**src/rtl/mul_div_unit.sv**
```systemverilog
// Iterative RV32M multiply/divide unit: shift-add multiply and restoring divide, one bit per cycle.
// Optional macro MDU_EARLY_OUT_EN finishes trivial cases (divide by zero, signed overflow, zero multiply) in one cycle.
module mul_div_unit #(
   parameter int WIDTH = 32
) (
   input  logic             clk,
   input  logic             rst,
   input  logic             flush,
   input  logic             in_valid,
   output logic             in_ready,
   input  logic [2:0]       op,
   input  logic [WIDTH-1:0] a,
   input  logic [WIDTH-1:0] b,
   output logic             out_valid,
   input  logic             out_ready,
   output logic [WIDTH-1:0] result,
   output logic             Zero,
   output logic             Negative,
   output logic             Overflow,
   output logic             DivZero,
   output logic [1:0]       dbg_state
);
   // Handshakes: a transfer happens on a rising edge where valid && ready; flush cancels any transfer on that edge.
   typedef enum logic [1:0] {IDLE = 2'd0, BUSY = 2'd1, DONE = 2'd2} state_t;

   localparam int CW = $clog2(WIDTH + 1);
   localparam logic [CW-1:0] LAST = CW'(WIDTH);
`ifdef MDU_EARLY_OUT_EN
   localparam bit EARLY_EN = 1'b1;
`else
   localparam bit EARLY_EN = 1'b0;
`endif

   state_t             state;
   logic [CW-1:0]      cnt;
   logic [2:0]         op_q;
   logic               neg_a_q, sign_diff_q, dz_q, ovf_q, early_q;
   logic [WIDTH-1:0]   operand_q;
   logic [2*WIDTH-1:0] acc;

   logic               signed_a, signed_b, neg_a, neg_b, is_div;
   logic               div_zero, div_ovf, mul_zero, early_hit;
   logic [WIDTH-1:0]   mag_a, mag_b;
   logic [2*WIDTH-1:0] acc_init;

   always_comb begin
      is_div    = op[2];
      signed_a  = (op == 3'b001) || (op == 3'b010) || (op == 3'b100) || (op == 3'b110);
      signed_b  = (op == 3'b001) || (op == 3'b100) || (op == 3'b110);
      neg_a     = signed_a && a[WIDTH-1];
      neg_b     = signed_b && b[WIDTH-1];
      mag_a     = neg_a ? -a : a;
      mag_b     = neg_b ? -b : b;
      div_zero  = is_div && (b == '0);
      div_ovf   = is_div && !op[0] && (a == {1'b1, {(WIDTH-1){1'b0}}}) && (b == '1);
      mul_zero  = !is_div && ((a == '0) || (b == '0));
      early_hit = EARLY_EN && (div_zero || div_ovf || mul_zero);
      // acc holds {high, low}: product for multiply, {remainder, dividend/quotient} for divide.
      acc_init  = is_div ? {{WIDTH{1'b0}}, mag_a} : {{WIDTH{1'b0}}, mag_b};
      // Early-out preloads the state a full divide-by-zero run would leave, so fix-up is shared.
      if (early_hit && div_zero)
         acc_init = {mag_a, {WIDTH{1'b1}}};
      else if (early_hit && mul_zero)
         acc_init = '0;
   end

   logic [WIDTH:0]     mul_sum, div_t;
   logic [WIDTH-1:0]   div_diff;
   logic               div_ge;
   logic [2*WIDTH-1:0] acc_step;

   always_comb begin
      mul_sum  = {1'b0, acc[2*WIDTH-1:WIDTH]} + (acc[0] ? {1'b0, operand_q} : '0);
      div_t    = {acc[2*WIDTH-1:WIDTH], acc[WIDTH-1]};
      div_ge   = div_t >= {1'b0, operand_q};
      div_diff = div_t[WIDTH-1:0] - operand_q;
      if (op_q[2])
         acc_step = div_ge ? {div_diff, acc[WIDTH-2:0], 1'b1}
                           : {div_t[WIDTH-1:0], acc[WIDTH-2:0], 1'b0};
      else
         acc_step = {mul_sum, acc[WIDTH-1:1]};
   end

   logic [2*WIDTH-1:0] prod;
   logic [WIDTH-1:0]   quot, rem, fix_result;

   always_comb begin
      prod = sign_diff_q ? -acc : acc;
      quot = dz_q ? '1 : (sign_diff_q ? -acc[WIDTH-1:0] : acc[WIDTH-1:0]);
      rem  = neg_a_q ? -acc[2*WIDTH-1:WIDTH] : acc[2*WIDTH-1:WIDTH];
      case (op_q)
         3'b000:                 fix_result = prod[WIDTH-1:0];
         3'b001, 3'b010, 3'b011: fix_result = prod[2*WIDTH-1:WIDTH];
         3'b100, 3'b101:         fix_result = quot;
         default:                fix_result = rem;
      endcase
   end

   assign in_ready  = (state == IDLE);
   assign dbg_state = state;

   always_ff @(posedge clk or posedge rst) begin
      if (rst) begin
         state       <= IDLE;
         cnt         <= '0;
         op_q        <= '0;
         neg_a_q     <= 1'b0;
         sign_diff_q <= 1'b0;
         dz_q        <= 1'b0;
         ovf_q       <= 1'b0;
         early_q     <= 1'b0;
         operand_q   <= '0;
         acc         <= '0;
         out_valid   <= 1'b0;
         result      <= '0;
         Zero        <= 1'b0;
         Negative    <= 1'b0;
         Overflow    <= 1'b0;
         DivZero     <= 1'b0;
      end else if (flush) begin
         state     <= IDLE;
         cnt       <= '0;
         out_valid <= 1'b0;
         Zero      <= 1'b0;
         Negative  <= 1'b0;
         Overflow  <= 1'b0;
         DivZero   <= 1'b0;
      end else begin
         case (state)
            IDLE: if (in_valid) begin
               op_q        <= op;
               neg_a_q     <= neg_a;
               sign_diff_q <= neg_a ^ neg_b;
               dz_q        <= div_zero;
               ovf_q       <= div_ovf;
               early_q     <= early_hit;
               operand_q   <= is_div ? mag_b : mag_a;
               acc         <= acc_init;
               cnt         <= '0;
               state       <= BUSY;
            end
            BUSY: if (early_q || cnt == LAST) begin
               result    <= fix_result;
               Zero      <= (fix_result == '0);
               Negative  <= fix_result[WIDTH-1];
               Overflow  <= ovf_q;
               DivZero   <= dz_q;
               out_valid <= 1'b1;
               state     <= DONE;
            end else begin
               acc <= acc_step;
               cnt <= cnt + CW'(1);
            end
            DONE: if (out_ready) begin
               out_valid <= 1'b0;
               Zero      <= 1'b0;
               Negative  <= 1'b0;
               Overflow  <= 1'b0;
               DivZero   <= 1'b0;
               cnt       <= '0;
               state     <= IDLE;
            end
            default: state <= IDLE;
         endcase
      end
   end
endmodule

```
**config.mk**
```make
export PLATFORM = sky130hd
export DESIGN_NAME = mul_div_unit
export DESIGN_NICKNAME = d
export VERILOG_FILES = /design/src/rtl/mul_div_unit.sv
export SDC_FILE = /design/constraint.sdc
export NUM_CORES = 1
export LEC_CHECK = 0
export BUFFER_PORTS_ARGS = -buffer_cell sky130_fd_sc_hd__buf_2
export CAP_MARGIN = 5
export CORE_UTILIZATION = 45
export CTS_CLUSTER_SIZE = 28
export DETAILED_ROUTE_END_ITERATION = 8
export GPL_TIMING_DRIVEN = 0
export PLACE_DENSITY = 0.6
export SLEW_MARGIN = 20
export SYNTH_ARGS = -nofsm -noshare
export SYNTH_HDL_FRONTEND = slang
export SYNTH_SLANG_ARGS = --single-unit
```
**constraint.sdc**
```tcl
create_clock -name clk -period 6.92 [get_ports clk]
set_clock_uncertainty 0.2 [all_clocks]
set_input_delay 0.692 -clock clk [delete_from_list [all_inputs] [get_ports clk]]
set_output_delay 0.692 -clock clk [all_outputs]
set_load 0.01 [all_outputs]
```
**Yosys cells after proc, flatten, opt, wreduce, memory -nomap -nowiden**

Cells that the tools add are included.

- $add $sub $neg: 8
- Magnitude comparators: 1
- Equal/unequal tests: 20
- Muxes and demuxes: 41
- Bitwise gates (word level): 2
- Reductions and logical operators: 27

Operator list:

| operator | number |
|---|---|
| 64-bit two-way mux | 5 |
| 32-bit two-way mux | 8 |
| 32-bit negator | 4 |
| 64-bit one-hot mux with 2 select lines | 1 |
| 32-bit one-hot mux with 3 select lines | 1 |
| 32-bit equality test, second input constant | 2 |
| 32-bit logical NOT | 2 |
| 64-bit negator | 1 |
| 32-bit by 32-bit adder with 33-bit output | 1 |
| 33-bit by 32-bit greater-or-equal comparator with 1-bit output | 1 |
| 32-bit subtractor | 1 |
| 6-bit two-way mux | 4 |
| 6-bit one-hot mux with 3 select lines | 1 |
| 3-bit equality test, second input constant | 4 |
| 3-bit != test, second input constant | 4 |
| 3-bit AND reduction | 4 |
| 1-bit two-way mux | 11 |
| 1-bit one-hot mux with 2 select lines | 5 |
| 3-bit by 2-bit equality test with 1-bit output, second input constant | 3 |
| 2-bit two-way mux | 4 |
| 4-bit AND reduction | 2 |
| 6-bit by 1-bit adder with 6-bit output, second input constant | 1 |
| 3-bit by 1-bit equality test with 1-bit output, second input constant | 2 |
| 6-bit equality test, second input constant | 1 |
| 16 further kinds | 26 |

- Flip-flop bits (word level): 148

**Logic depth before layout (Yosys ltp)**

Gate-level depths: netlist of the first run.

- Word-level depth: 9
- Depth in mapped cells: 15

**Least setup slack after synthesis of the first run**

Ideal clock, no wire load.

- Kind: register -> register
- Start: register acc[0]
- End: register Zero
- Arrival: 3.571 ns
- Data required time: 6.625 ns
- Slack: 3.053 ns
- Stages on the path, launching flop included: 14
- Path buffers: 2
- Period minus slack after synthesis: 3.867 ns
- Path through: dfrtp_1 > inv_1 > clkbuf_1 > ha_1 > or3b_2 > or3_1 > clkbuf_1 > or3_1 > o21ai_1 > nor2_1 > a211oi_1 > o31ai_1 > or4_1 > o31ai_1

- Word-level cells in the longest chain between the ends: 8

Ends and longest elaborated chain:

| element | line | RTL |
|---|---|---|
| start, declared | 39 | `logic [2*WIDTH-1:0] acc;` |
| start signal, assigned | 138 | `acc <= acc_init;` |
| start signal, assigned | 151 | `acc <= acc_step;` |
| 32-bit negator | 89 | `quot = dz_q ? '1 : (sign_diff_q ? -acc[WIDTH-1:0] : acc[WIDTH-1:0]);` |
| 32-bit two-way mux (2 in a row) | 89 |  |
| 32-bit one-hot mux with 3 select lines (*) | 91 | `case (op_q)` |
| 32-bit logical NOT (*) | 144 | `Zero <= (fix_result == '0);` |
| 1-bit two-way mux (*) | 142 | `BUSY: if (early_q \|\| cnt == LAST) begin` |
| 1-bit one-hot mux with 2 select lines (*) | 129 | `case (state)` |
| 1-bit two-way mux (*) | 120 | `end else if (flush) begin` |
| end signal, assigned | 144 |  |
| end, declared | 17 | `output logic Zero,` |

Every way passes the cells marked *; elsewhere a longest branch is shown, timed or not. The select of a mux whose other input is x is not followed.
A chain may end at the register's enable or synchronous reset.

**Worst setup path after layout of the first run**

- Start: register acc[32]
- End: register Zero

- Word-level cells in the longest chain between the ends: 7

Ends and longest elaborated chain:

| element | line |
|---|---|
| 64-bit negator or 32-bit negator (tied branches) | 88, 90 |
| 64-bit two-way mux or 32-bit two-way mux (tied branches) | 88, 90 |
| 32-bit one-hot mux with 3 select lines (*) | 91 |
| 32-bit logical NOT (*) | 144 |
| 1-bit two-way mux (*) | 142 |
| 1-bit one-hot mux with 2 select lines (*) | 129 |
| 1-bit two-way mux (*) | 120 |

Marks and branches as above.

==> results.toml, run 1 <==
[route]
drtIter0Drc = 2098
remaining_drc_errors = 2
postRouteAntennaNets = 0
dr.pass1.iters = 8
num_vias = 16900
vias_per_cell = 6.340
routedWlPerCell_um = 24.83
wirelength_mm = 66.16

[clock_network]
cts_tree = "done"
clk_pin_slew_worst_paths_ns = 0.08
cts_hold_buf = 0
clkLatencyLatePin_ns = 0.47
post_cts_resized = 0
cts_buffer_depth = 2
ctsRootBufferMaster = "clkbuf_16"
cts_buffers = 17
cts_setup_buffers = 0
numClockSinks = 148
htreeDepth = 4

[die]
core_mm2 = 0.03345
io_pins = 112
num_rows = 67
die_h_um = 186.1
die_w_um = 186.1
initial_core_util_pct = 45.61
die_area_mm2 = 0.03464

[setup_path]
cp_data_required_time_ns = 7.09
reg2reg_to = "Zero"
cp.buffers_inverters = 3
startpoint = "acc[32]"
r2r_slack_ns = 1.56
ff2ff_path_depth = 14
startpoint_type = "register"
worst-path-stages = 14
critPathCaptureType = "register"
arrival_ns = 5.53
crit_fanout = 10
crit_path_max_incr_delay_ns = 0.67
crit_chain = "clkbuf_1, inv_1, ha_1, or3b_2, clkbuf_1, nor3_2, nand4_1, o31ai_1, xor2_1, nand2_1, a22oi_1, nand2b_1, or4_1, o31ai_1"
crit_path_end = "Zero"
worst_path_max_delay_cell = "nor3_2"
reg2reg_from = "acc[32]"
path_class = "register to register"
crit_family = "simple AND/OR/NAND/NOR gates"

[synthesis]
yosysTopAreaCell = "dfrtp_1"
syn_area_per_cell_um2 = 7.355
synth_top_area_share_pct = 24.28
synthFlopType = "dfrtp_1"
synthCells = 2074
synth_cell_type_count = 76
yosys_warnings = 0
synth_edf_count = 0
ys_ff_latch = 148
synth.area.top_cells = "dfrtp_1 24%, nand2_1 6.8%, o21ai_0 6.5%"
synth-seq-area-share_pct = 24.28
syn_nets = 2223
async_flop_share_pct = 100.0
synthesis.area_mm2 = 0.01525

[global_route]
top_usage_layer = "met2"
grt_use_met1_pct = 52.17
grt_overflow = 0
use_met3_pct = 4.989
grt_usage_pct = 38.37
grt_max_degree = 91
grt_antenna_before_repair = 0
grt_pass1_vias = 15590
grt_pass1_wl_mm = 97.06
grtUsageMet2_pct = 57.49

[sta]
setup_viol = 0
worst_slack_ns = 1.559
setup_tns_ns = 0
max_freq_ghz = 0.1865
slew_headroom_pct = 27.44
fin_crit_sh_pct = 77.47
rsz0062_at_grt = "false"
slew_viol_final = 0
final.min_clock_period_ns = 5.361
holdWs_ns = 0.05074
worst_pin_slew_ns = 1.088
hold_viol_final = 0

[cells_and_area]
fin_nets = 2353
final_cells = 2665
fill_cells = 3466
diodes = 0
postLayoutCoreUtil_pct = 50.76
drive_above_1_share_pct = 9.608
syn_to_final_growth_pct = 11.29

[min_path]
min-delay-path-class = "input port to asynchronous set/reset pin"

[pwr]
cellPowerDensity_mw_per_mm2 = 368.6
peakVddDrop_v = 0.0002234
leakagePower_nw = 7.351

[place]
pre_cts_ws_ns = 1.877
dp.cells = 2633
place.port_buffers = 110
dp_hpwl_mm = 52.77
gp_congestion = 1.053

[job]
cap_violations = 0

[outcome]
outcome = "finished, violations left"
failed_checks = "DRC"
cells in the final DEF, fill, tap and decap left out, types with 9 or more instances in the layout:
master / Yosys / final
nand2_1: 276 / 276
nor2_1: 208 / 208
o21ai_0: 197 / 197
a21oi_1: 173 / 173
dfrtp_1: 148 / 148
clkbuf_1: 116 / 116
buf_2: 6 / 116
xnor2_1: 97 / 97
ha_1: 75 / 75
xor2_1: 73 / 73
inv_1: 71 / 70
a211oi_1: 44 / 44
nand3_1: 38 / 38
mux2_2: 34 / 34
mux2i_1: 34 / 34
o31ai_1: 34 / 34
nor3_1: 35 / 34
or3_1: 31 / 31
nand4_1: 31 / 31
nor4_1: 27 / 27
a21o_1: 24 / 24
or4_1: 21 / 21
nand2b_1: 20 / 20
o41ai_1: 19 / 19
a31oi_1: 17 / 17
clkbuf_16: 0 / 17
a22o_1: 15 / 15
nor2b_1: 14 / 14
buf_1: 13 / 13
o22ai_1: 12 / 12
or2_2: 11 / 11
o211ai_1: 10 / 10
o21ai_1: 9 / 9
and3_1: 9 / 9
o21a_1: 9 / 9
o221ai_1: 9 / 9
sequential cells by signal, indices dropped and copies added (netlist names):
| name | flops |
|---|---|
| DivZero | 1 |
| Negative | 1 |
| Overflow | 1 |
| Zero | 1 |
| acc | 64 |
| cnt | 6 |
| dbg_state | 2 |
| dz_q | 1 |
| neg_a_q | 1 |
| op_q | 3 |
| operand_q | 32 |
| out_valid | 1 |
| ovf_q | 1 |
| result | 32 |
| sign_diff_q | 1 |
logic make-up (layout without fill, tap and decap cells):
kind of cell / after synthesis / in the layout / synth area share [%]
compound gates: 645 / 645 / 26.33
simple gates: 757 / 757 / 23.26
mux: 68 / 68 / 4.741
xor+xnor: 170 / 170 / 9.760
buf+inv: 209 / 352 / 5.217
flops: 148 / 148 / 24.28
fa+ha+maj: 77 / 77 / 6.414
worst register-to-register path, stage by stage, from the launching register on:
cell,delay [ns]
dfrtp_1,0.45
clkbuf_1,0.28
inv_1,0.20
ha_1,0.19
or3b_2,0.45
clkbuf_1,0.21
nor3_2,0.67
nand4_1,0.55
o31ai_1,0.46
xor2_1,0.20
nand2_1,0.07
a22oi_1,0.61
nand2b_1,0.09
or4_1,0.40
o31ai_1,0.23
cell usage after synthesis (35+ instances only):
cell type and instances:
nor3_1 35, nand3_1 38, nand2_1 276, nor2_1 208
a211oi_1 44, clkbuf_1 116, a21oi_1 173, xor2_1 73
ha_1 75, inv_1 71, dfrtp_1 148, xnor2_1 97
o21ai_0 197
per-stage QoR:
stage / cell area [um2] / power [mW]
finish: 16980 / 6.257
global route: 16980 / 6.571
CTS: 16980 / 6.098
detailed placement: 16410 / 5.121
global placement: 16370 / 5.106
floorplan: 15250 / 3.841
power by group:
part / switching (mW) / internal [mW] / leakage (nW)
sequential: 0.283 / 1.05 / 1.95
clock: 0.457 / 0.506 / 0.286
combinational: 2.64 / 1.32 / 5.12
per-layer routing:
| layer | part of all wire, % | up-vias |
|---|---|---|
| li1 | - | 7764 |
| met1 | 44 | 8058 |
| met2 | 42 | 885 |
| met3 | 7.9 | 189 |
| met4 | 6.3 | 0 |
| met5 | 0 | - |
cell type report:
cell class	count	area (um2)	area share [%]
multi-input cells	1717	10760	63.38
flip-flops and latches	148	3704	21.81
repair buffers	111	578.1	3.405
well taps	448	560.5	3.302
plain buffers	136	521.8	3.073
clock buffers	17	425.4	2.506
inverters	73	281.5	1.658
clock inverters	15	146.4	0.8623
how the worst min path moves through the flow:
stage / end / startpoint / slack (ns) / depth (start not counted)
6_report: result[30] / rst / 0.05 / 2
3_5_place_dp: result[21] / result[21] / 0.26 / 2
5_1_grt: result[2] / rst / 0.09 / 2
4_1_cts: dbg_state[1] / rst / 0.06 / 2
2_1_floorplan: ovf_q / ovf_q / 0.25 / 2
3_3_place_gp: result[24] / result[24] / 0.26 / 2
(Power assumes the default switching activity.)
==> run 2: changes to the inputs <==
Clock period 6.92 ns to 5.5 ns, I/O delays scaled along.
==> run 2 against run 1 <==
The run still ends with DRC left; via count down 0.37%; non-clock buffer count up 1; power up 26%; first-iteration DRC count up 1.0%; flip-flop and latch count unchanged; register-to-register slack worse by 1.4 ns; final cell count about the same; critical path depth unchanged; sequential power up 26%; cell area about the same; worst setup slack worse by 1.4 ns; combinational power up 26%; critical endpoint unchanged.
==> results.toml, run 2 (synthesis results as in run 1) <==
[setup_path]
crit_path_end = "Zero"
startpoint = "acc[32]"
crit_fanout = 10
reg2reg_to = "Zero"
cp_data_required_time_ns = 5.67
ff2ff_path_depth = 14
startpoint_type = "register"
critPathCaptureType = "register"
reg2reg_from = "acc[32]"
arrival_ns = 5.54
r2r_slack_ns = 0.13
path_class = "register to register"

[sta]
setup_viol = 0
slew_viol_final = 0
final.min_clock_period_ns = 5.366
max_freq_ghz = 0.1864
rsz0062_at_grt = "false"
worst_pin_slew_ns = 1.075
fin_crit_sh_pct = 97.56
slew_headroom_pct = 28.34
worst_slack_ns = 0.1342
hold_viol_final = 0

[route]
dr.pass1.iters = 9
wirelength_mm = 66.20
remaining_drc_errors = 2
postRouteAntennaNets = 0
num_vias = 16830
drtIter0Drc = 2120
routedWlPerCell_um = 24.83
vias_per_cell = 6.314

[global_route]
grt_usage_pct = 38.37
grt_overflow = 0
grt_antenna_before_repair = 0
grt_max_degree = 91
grt_pass1_wl_mm = 97.06
grt_pass1_vias = 15590

[place]
placed_cell_area_mm2 = 0.01641
pre_cts_ws_ns = 0.4573
place.port_buffers = 110
gp_congestion = 1.053
dp_hpwl_mm = 52.77

[outcome]
failed_checks = "DRC"
outcome = "finished, violations left"

[die]
initial_core_util_pct = 45.61
die_area_mm2 = 0.03464
io_pins = 112
num_rows = 67
die_h_um = 186.1
core_mm2 = 0.03345
die_w_um = 186.1

[cells_and_area]
fill_cells = 3465
diodes = 0
seq_area_mm2 = 0.003704
stdcell_area_mm2 = 0.01699
largest_register = "acc"
fin_nets = 2354
multi_input_area_mm2 = 0.01076
largest_reg_flops = 64
final_common_cell = "nand2_1"
reg_top3 = "acc x64, operand_q x32, result x32"
most-common-layout-cells = "276 x nand2_1, 208 x nor2_1, 197 x o21ai_0"
drive_above_1_share_pct = 9.603
syn_to_final_growth_pct = 11.36

[pwr]
leakagePower_nw = 7.355
peakVddDrop_v = 0.0002819
p_total_mw = 7.867
cellPowerDensity_mw_per_mm2 = 463.1

[clock_network]
ctsRootBufferMaster = "clkbuf_16"
clkLatencyLatePin_ns = 0.47
cts_tree = "done"
cts_setup_buffers = 0
htreeDepth = 4
cts_buffer_depth = 2
clk_pin_slew_worst_paths_ns = 0.08
cts_buffers = 17
numClockSinks = 148

[min_path]
min-delay-path-class = "input port to register"

[job]
cap_violations = 0
-- run 2: cell count changes in the layout (fill, tap and decap cells not counted) --
cell           previous run  this run
dlygate4sd3_1             0         1
-- run 2: cell type report --
type / instances / area share (%)
repair buffers: 112 / 3.462
plain buffers: 136 / 3.071
flip-flops and latches: 148 / 21.80
well taps: 448 / 3.300
inverters: 73 / 1.657
multi-input cells: 1717 / 63.34
clock inverters: 15 / 0.8618
clock buffers: 17 / 2.504
-- run 2: worst max-delay path, cell delays in order, from the launching register on --
cell      delay, ns
dfrtp_1        0.45
clkbuf_1       0.27
inv_1          0.19
ha_1           0.19
or3b_2         0.45
clkbuf_1       0.20
nor3_2         0.68
nand4_1        0.55
o31ai_1        0.44
xor2_1         0.20
nand2_1        0.07
a22oi_1        0.62
nand2b_1       0.08
or4_1          0.40
o31ai_1        0.24
-- run 2: stage by stage --
step	hold slack, ns	TNS, ns	utilization, %	std cells
6_report	0.2144	0	50.79	2666
5_1_grt	0.2037	0	50.79	2666
4_1_cts	0.1837	0	50.79	2666
3_5_place_dp	0.2579	0	49.05	2633
3_3_place_gp	0.2555	-156.59	48.93	2632
2_1_floorplan	0.2497	0	-	2074
-- run 2: metal layers --
| metal | vias up | wire (um) | global-route usage [%] |
|---|---|---|---|
| met5 | - | 0 | 0 |
| met4 | 0 | 4179 | 23.80 |
| met3 | 185 | 5577 | 4.989 |
| met2 | 932 | 27840 | 57.49 |
| met1 | 7952 | 28600 | 52.17 |
| li1 | 7765 | - | - |
-- run 2: timing repair --
| action | in CTS | in global routing |
|---|---|---|
| hold buffers | 1 | 0 |
| gates resized for setup | 0 | 0 |
| hold endpoints to repair | 58 | 0 |
-- run 2: worst min path at each step --
stage / start / end / slack [ns] / cells after the start
after floorplan: ovf_q / ovf_q / 0.25 / 2
after global placement: result[24] / result[24] / 0.26 / 2
after detailed placement: result[21] / result[21] / 0.26 / 2
after CTS: op[1] / op_q[1] / 0.18 / 2
after global routing: op[1] / op_q[1] / 0.20 / 2
final: op[1] / op_q[1] / 0.21 / 2
-- run 2: power breakdown --
part	switching, mW	internal [mW]	total (mW)
registers	0.358	1.32	1.68
logic	3.32	1.66	4.98
clock network	0.570	0.637	1.21
==> run 3: changes to the inputs <==
Settings changed: REMOVE_ABC_BUFFERS set to 1.
==> run 3 against run 2 <==
The flow now finishes without violations; first-iteration DRC count shrank 28%; flip-flop and latch count did not move; sequential share of layout area grew 0.28 points.
==> results.toml, run 3 (synthesis results as in run 1) <==
[place]
pre_cts_ws_ns = 0.01334
placed_cell_area_mm2 = 0.01620
dp.cells = 2511
gp_congestion = 0.9954
place.port_buffers = 111
dp_hpwl_mm = 44.73

[sta]
slew_headroom_pct = 20.73
fin_crit_sh_pct = 91.27
rsz0062_at_grt = "false"
max_freq_ghz = 0.1992
setup_viol = 0
hold_viol_final = 0
worst_pin_slew_ns = 1.180
worst_slack_ns = 0.4802
setup_tns_ns = 0
slew_viol_final = 0
final.min_clock_period_ns = 5.020

[route]
dr.pass1.iters = 8
remaining_drc_errors = 0
wirelength_mm = 57.74
vias_per_cell = 6.234
routedWlPerCell_um = 22.70
postRouteAntennaNets = 0
num_vias = 15860
drtIter0Drc = 1519

[cells_and_area]
largest_reg_flops = 64
fill_cells = 3362
final_common_cell = "nand2_1"
final_cells = 2544
reg_top3 = "acc x64, operand_q x32, result x32"
fin_nets = 2232
drive_above_1_share_pct = 11.12
stdcell_area_mm2 = 0.01680
largest_register = "acc"
multi_input_area_mm2 = 0.01082
seq_area_mm2 = 0.003710
most-common-layout-cells = "275 x nand2_1, 206 x nor2_1, 196 x o21ai_0"
syn_to_final_growth_pct = 10.11
diodes = 0

[global_route]
grt_usage_pct = 33.75
grt_pass1_vias = 14390
grt_pass1_wl_mm = 87.04
grt_overflow = 0
grt_max_degree = 96
grt_antenna_before_repair = 0

[die]
initial_core_util_pct = 45.61
core_mm2 = 0.03345
die_h_um = 186.1
die_w_um = 186.1
die_area_mm2 = 0.03464
num_rows = 67
io_pins = 112

[clock_network]
cts_tree = "done"
clk_pin_slew_worst_paths_ns = 0.07
cts_buffers = 17
numClockSinks = 148
clkLatencyLatePin_ns = 0.47
cts_buffer_depth = 2
htreeDepth = 4
ctsRootBufferMaster = "clkbuf_16"
cts_setup_buffers = 0

[min_path]
whs_path_depth = 2
min_from = "flush"
holdPathEnd = "dbg_state[1]"
min-delay-path-class = "input port to register"

[setup_path]
path_class = "register to register"
r2r_slack_ns = 0.48
startpoint_type = "register"
arrival_ns = 5.20
reg2reg_from = "dbg_state[1]"
reg2reg_to = "acc[60]"
critPathCaptureType = "register"
ff2ff_path_depth = 11
cp_data_required_time_ns = 5.68
crit_fanout = 61

[outcome]
outcome = "finished clean"

[pwr]
cellPowerDensity_mw_per_mm2 = 451.6
p_total_mw = 7.586
leakagePower_nw = 7.289
peakVddDrop_v = 0.0002396

[job]
cap_violations = 0
## run 3: changes by cell type in the layout (fill, tap and decap cells not counted), sizes merged
cell,previous run,this run
clkinv,7,5
buf,131,125
clkbuf,133,19
clkinvlp,1,5
inv,79,75
## run 3: critical path, cell delays in order (launching register included)
cell and delay, ns:
dfrtp_1 0.39, inv_1 0.15, ha_4 0.62, nand2b_1 0.37, o21ai_0 0.39, o21ai_4 0.25, buf_16 0.24, inv_1 0.49
nand2_1 0.70, nor2_1 0.82, a22oi_1 0.14, o211ai_1 0.14
## run 3: timing repair
item | CTS | global route
endpoints found under the hold margin | 66 | 0
hold buffers | 1 | 0
gates resized for setup | 1 | 1
setup endpoints to repair | 1 | 1
## run 3: area by class of cell
cell class                 count  share of cell area (%)
sequential                   148                   22.09
inverter                      73                   1.676
tap                          448                   3.337
clock inverter                13                  0.7374
multi-input combinational   1717                   64.42
timing repair buffer         126                   5.050
clock buffer                  19                   2.696
## run 3: layer usage
layer / vias up / track usage (%) / routed length (um)
met5: - / 0 / 0
met4: 0 / 15.21 / 2243
met3: 110 / 5.968 / 4471
met2: 697 / 51.18 / 24850
met1: 7535 / 46.55 / 26180
li1: 7517 / - / -
## run 3: how the worst max path moves through the flow
stage,end,cells after the start,from
after global placement,acc[56],9,dbg_state[1]
after detailed placement,Zero,10,acc[28]
after global routing,acc[60],11,dbg_state[1]
after floorplan,acc[56],9,dbg_state[1]
final,acc[60],11,dbg_state[1]
after CTS,Zero,10,acc[28]
## run 3: per-stage QoR
step	hold WS, ns	utilization, %
2_1_floorplan	0.2497	-
3_3_place_gp	0.2551	47.38
3_5_place_dp	0.2575	48.43
4_1_cts	0.1314	50.20
5_1_grt	0.1620	50.22
6_report	0.1526	50.22
## run 3: report_power, final
group          switching, mW  total (mW)  internal [mW]
registers              0.545        1.87           1.32
logic                   2.88        4.54           1.66
clock network          0.531        1.18          0.651
